$ cat config.mk
export PLATFORM = sky130hd
export DESIGN_NAME = bram_arb
export DESIGN_NICKNAME = d
export VERILOG_FILES = /design/src/rtl/bram_arb.sv
export SDC_FILE = /design/constraint.sdc
export NUM_CORES = 1
export LEC_CHECK = 0
export BUFFER_PORTS_ARGS = -buffer_cell sky130_fd_sc_hd__buf_2
export CAP_MARGIN = 20
export CORE_AREA = 2 2 97 99
export DETAILED_ROUTE_END_ITERATION = 8
export DIE_AREA = 0 0 99 101
export GPL_TIMING_DRIVEN = 0
export PLACE_DENSITY = 0.84
export SLEW_MARGIN = 20
export SYNTH_ARGS = -nofsm -noshare
export SYNTH_HDL_FRONTEND = slang
export SYNTH_SLANG_ARGS = --single-unit
$ cat constraint.sdc
create_clock -name clk -period 2.2 [get_ports clk]
set_clock_uncertainty 0.1 [all_clocks]
set_input_delay 0.33 -clock clk [delete_from_list [all_inputs] [get_ports clk]]
set_output_delay 0.33 -clock clk [all_outputs]
set_load 0.02 [all_outputs]
$ cat src/rtl/bram_arb.sv
// Two-port arbiter for a shared backup-RAM bus: CPU side and save/load engine.
// Fixed-latency accesses, CPU priority bounded by a starvation counter.
module bram_arb #(
  parameter int unsigned MEM_LAT    = 2,
  parameter int unsigned STARVE_MAX = 4
) (
  input  logic        clk,
  input  logic        rst,
  input  logic        cart_en,
  input  logic        c_req,
  input  logic        c_we_lo,
  input  logic        c_we_hi,
  input  logic [17:0] c_addr,
  input  logic [15:0] c_din,
  output logic        c_ack,
  output logic [15:0] c_dout,
  input  logic        s_req,
  input  logic        s_we,
  input  logic [17:0] s_addr,
  input  logic [15:0] s_din,
  output logic        s_ack,
  output logic [15:0] s_dout,
  output logic [17:0] mem_addr,
  output logic [15:0] mem_dati,
  input  logic [15:0] mem_dato,
  output logic        mem_oe,
  output logic        mem_we_lo,
  output logic        mem_we_hi,
  output logic        busy
);

  typedef enum logic [2:0] {IDLE, CPU_ACC, SYS_ACC, CPU_NOP, ACK} state_t;

  localparam logic [2:0] LAT_LAST   = 3'(MEM_LAT - 1);
  localparam logic [2:0] STARVE_LIM = 3'(STARVE_MAX);

  state_t      state_q;
  logic [2:0]  cnt_q;
  logic [2:0]  starve_q;
  logic        rd_q;
  logic        c_ack_q, s_ack_q, busy_q;
  logic        mem_oe_q, mem_we_lo_q, mem_we_hi_q;
  logic [17:0] mem_addr_q;
  logic [15:0] mem_dati_q, c_dout_q, s_dout_q;

  logic       pick_cpu_d, pick_sys_d, c_rd_d;
  logic [2:0] starve_d;

  always_comb begin
    c_rd_d     = !(c_we_lo || c_we_hi);
    pick_cpu_d = c_req && !(s_req && (starve_q == STARVE_LIM));
    pick_sys_d = s_req && !pick_cpu_d;
    starve_d   = 3'd0;
    // Only a CPU win over a waiting sys request counts toward starvation.
    if (pick_cpu_d && s_req)
      starve_d = (starve_q < STARVE_LIM) ? starve_q + 3'd1 : STARVE_LIM;
  end

  always_ff @(posedge clk) begin
    if (rst) begin
      state_q     <= IDLE;
      cnt_q       <= 3'd0;
      starve_q    <= 3'd0;
      rd_q        <= 1'b0;
      c_ack_q     <= 1'b0;
      s_ack_q     <= 1'b0;
      busy_q      <= 1'b0;
      mem_oe_q    <= 1'b0;
      mem_we_lo_q <= 1'b0;
      mem_we_hi_q <= 1'b0;
      mem_addr_q  <= 18'd0;
      mem_dati_q  <= 16'd0;
      c_dout_q    <= 16'd0;
      s_dout_q    <= 16'd0;
    end else begin
      c_ack_q <= 1'b0;
      s_ack_q <= 1'b0;
      case (state_q)
        IDLE: begin
          if (pick_cpu_d) begin
            cnt_q    <= LAT_LAST;
            starve_q <= starve_d;
            rd_q     <= c_rd_d;
            busy_q   <= 1'b1;
            if (cart_en) begin
              state_q     <= CPU_ACC;
              mem_addr_q  <= c_addr;
              mem_dati_q  <= c_din;
              mem_oe_q    <= c_rd_d;
              mem_we_lo_q <= c_we_lo;
              mem_we_hi_q <= c_we_hi;
            end else begin
              state_q <= CPU_NOP;
            end
          end else if (pick_sys_d) begin
            state_q     <= SYS_ACC;
            cnt_q       <= LAT_LAST;
            starve_q    <= 3'd0;
            rd_q        <= !s_we;
            busy_q      <= 1'b1;
            mem_addr_q  <= s_addr;
            mem_dati_q  <= s_din;
            mem_oe_q    <= !s_we;
            mem_we_lo_q <= s_we;
            mem_we_hi_q <= s_we;
          end
        end
        CPU_ACC, SYS_ACC, CPU_NOP: begin
          if (cnt_q == 3'd0) begin
            state_q     <= ACK;
            mem_oe_q    <= 1'b0;
            mem_we_lo_q <= 1'b0;
            mem_we_hi_q <= 1'b0;
            if (state_q == SYS_ACC) begin
              s_ack_q <= 1'b1;
              if (rd_q) s_dout_q <= mem_dato;
            end else begin
              c_ack_q <= 1'b1;
              // With no cartridge present, reads float high.
              if (rd_q) c_dout_q <= (state_q == CPU_ACC) ? mem_dato : 16'hFFFF;
            end
          end else begin
            cnt_q <= cnt_q - 3'd1;
          end
        end
        ACK: begin
          state_q <= IDLE;
          busy_q  <= 1'b0;
        end
        default: begin
          state_q <= IDLE;
          busy_q  <= 1'b0;
        end
      endcase
    end
  end

  assign c_ack     = c_ack_q;
  assign s_ack     = s_ack_q;
  assign c_dout    = c_dout_q;
  assign s_dout    = s_dout_q;
  assign mem_addr  = mem_addr_q;
  assign mem_dati  = mem_dati_q;
  assign mem_oe    = mem_oe_q;
  assign mem_we_lo = mem_we_lo_q;
  assign mem_we_hi = mem_we_hi_q;
  assign busy      = busy_q;

endmodule
==> results.tsv <==
metric	value	unit
die_area	10000	um^2
num_vias	4498	
switching_power	0.00186	W
grt_pass1_wl	20200	um
place_congestion	0.931	
dp_cells	754	
track_usage	0.246	
ys_seq_area_frac	0.383	
fin_area	5410	um^2
clk_path_buf_depth	2	
wl_per_cell	16.6	um
p_clk_frac	0.222	
drive_gt1_frac	0.373	
fill_cells	741	
cts_buffers	9	
synth.area.mux_share	0.00234	
placed_cell_area	5220	um^2
place_ws	0.135	ns
yosysMostFrequentCell	dfxtp_1	
fin_crit	2.08	ns
switching_share	0.396	
grt_max_degree	16	
synthesis.nets	579	
required	2.30	ns
clk_latency	0.34	ns
postCtsSetupBuffers	0	
worst_slew_pin_slew	0.744	ns
hpwl	9620	um
area_growth	26.4	%
power_leakage	2.18	nW
dr.pass1.iters	4	
synth-compound-area-share	0.229	
report.final.hold_viol_count	0	
cp.arrival	2.18	ns
p_seq_frac	0.390	
drc_errors	0	
nets	750	
rows	35	
maxCapViolCount	0	
setup_ws	0.123	ns
syn_avg_cell_area	8.86	um^2
setup_tns	0	ns
synth_xor_area_frac	0	
start_util	0.477	
core_area	8980	um^2
cts_resized	0	
yosysTopAreaCellShare	0.383	
syn_inst	483	
powerDensity	868	nW/um^2
slowest_stage	buf_1	
finalMaxSlewViolations	0	
drt_iter0_drc	217	
path_clk_slew	0.09	ns
rsz0062_at_grt	true	
worstSetupStartpointType	register	
clockRootBuffer	clkbuf_8	
die_x	99	um
ff2ff_path_depth	6	
cpPeakStageDelay	0.60	ns
yosysTopAreaCell	dfxtp_1	
critical_path_buf_inv_count	2	
p_int	0.00283	W
path_depth	6	
yosys-top-cells-count	dfxtp_1 (82), nor2_1 (41), nand2_1 (37)	
clkSinkCount	82	
tritoncts	built	
final_cells	770	
boundaryPins	164	
postCtsHoldBufs	0	
syn_area	4280	um^2
synth_area_leaders	dfxtp_1 (38%), a221oi_2 (9.8%), nand2b_1 (5.3%)	
wl	12800	um
synth_cell_type_count	49	
synth-adder-area-share	0.0117	
synth_async_sr_flop_share	0	
status	finished clean	
fin_crit_sh	0.944	
end_kind	register	
slew_headroom	0.504	
finalSetupViolCount	0	
grt_pass1_vias	4390	
ir_drop	0.363	mV
ys_seq_elements	82	
gr-total-overflow	0	
synth-simple-area-share	0.299	
worstSetupPathType	reg2reg	
comb_power_share	0.388	
cts_max_level	3	
post-route-util	0.603	
portBuffers	160	
hold_class	in2reg	
antenna_found_initial	0	
viasPerCell	5.84	
crit_chain	inv_1 > ha_1 > nand3_2 > nand2_1 > buf_1 > a221oi_2	
synth_top_family_by_area	simple AND/OR/NAND/NOR gates	
synth_edf_count	0	
die_y	101	um
min_path_cells	3	
synthFlopType	dfxtp_1	
yosysWarnings	0	
antenna_cells	0	
cpLargestDelayFamily	buffers and inverters	
fmax	0.481	GHz
antenna_left	0	
worst-path-max-fanout	10	
## power by group through the flow
stage / combinational, W / sequential [W] / clock, W
after detailed placement: 0.00180 / 0.00186 / 0
after global routing: 0.00196 / 0.00185 / 0.00111
after global placement: 0.00175 / 0.00185 / 0
final: 0.00182 / 0.00183 / 0.00104
after floorplan: 0.00103 / 0.00209 / 0
after CTS: 0.00181 / 0.00183 / 0.00105
## metrics by stage
| stage | hold WS [ns] | total power [W] |
|---|---|---|
| 6_report | 0.139 | 0.00470 |
| 5_1_grt | 0.149 | 0.00492 |
| 3_5_place_dp | 0.359 | 0.00366 |
| 3_3_place_gp | 0.352 | 0.00359 |
| 2_1_floorplan | 0.357 | 0.00312 |
| 4_1_cts | 0.133 | 0.00469 |
## final timing paths
kind	from	end	slack [ns]
worst max-delay path	starve_q[0]	mem_addr[4]	0.12
worst min-delay path	mem_dato[7]	s_dout[7]	0.14
worst max register to register	starve_q[0]	mem_addr[4]	0.12
worst min register to register	mem_addr[2]	mem_addr[2]	0.37
## layout by cell type, fill, tap and decap left out, types with 22 or more instances in the layout
cell type,instances
nand2b_1,36
buf_2,171
nor3_1,35
nor2_1,41
a221oi_2,28
nor4_1,24
nand2_1,37
clkbuf_1,28
a21oi_1,22
dfxtp_1,82
## state kept, by name, indices dropped and copies added, names as in the netlist, 3 cells and up
name,flops
mem_addr,18
c_dout,16
mem_dati,16
s_dout,16
cnt_q,3
starve_q,3
state_q,3
## worst register-to-register path, cell delays in order (launching register included)
cell and delay [ns]:
dfxtp_1 0.33, inv_1 0.08, ha_1 0.19, nand3_2 0.19, nand2_1 0.27, buf_1 0.60
a221oi_2 0.16
## cell families after synthesis
group           count (synthesis)
fa+ha+maj                       4
mux                             1
flops                          82
buf+inv                        64
simple gates                  223
compound gates                109
## area by class of cell
class | count | area [um^2] | area share
buffer | 54 | 289 | 0.0534
clock buffer | 10 | 138 | 0.0254
clock inverter | 6 | 48.8 | 0.00902
inverter | 10 | 37.5 | 0.00694
multi-input combinational | 337 | 2320 | 0.428
sequential | 82 | 1640 | 0.303
tap | 111 | 139 | 0.0257
timing repair buffer | 160 | 801 | 0.148
## metal layers
layer  vias up  global-route usage  routed length (um)
met5         -                   0                   0
met4         0               0.139                 582
met3        52              0.0416                 775
met2       195               0.422                6240
met1      2135               0.291                5210
li1       2116                   -                   -
Power figures use the tool's default switching activity.
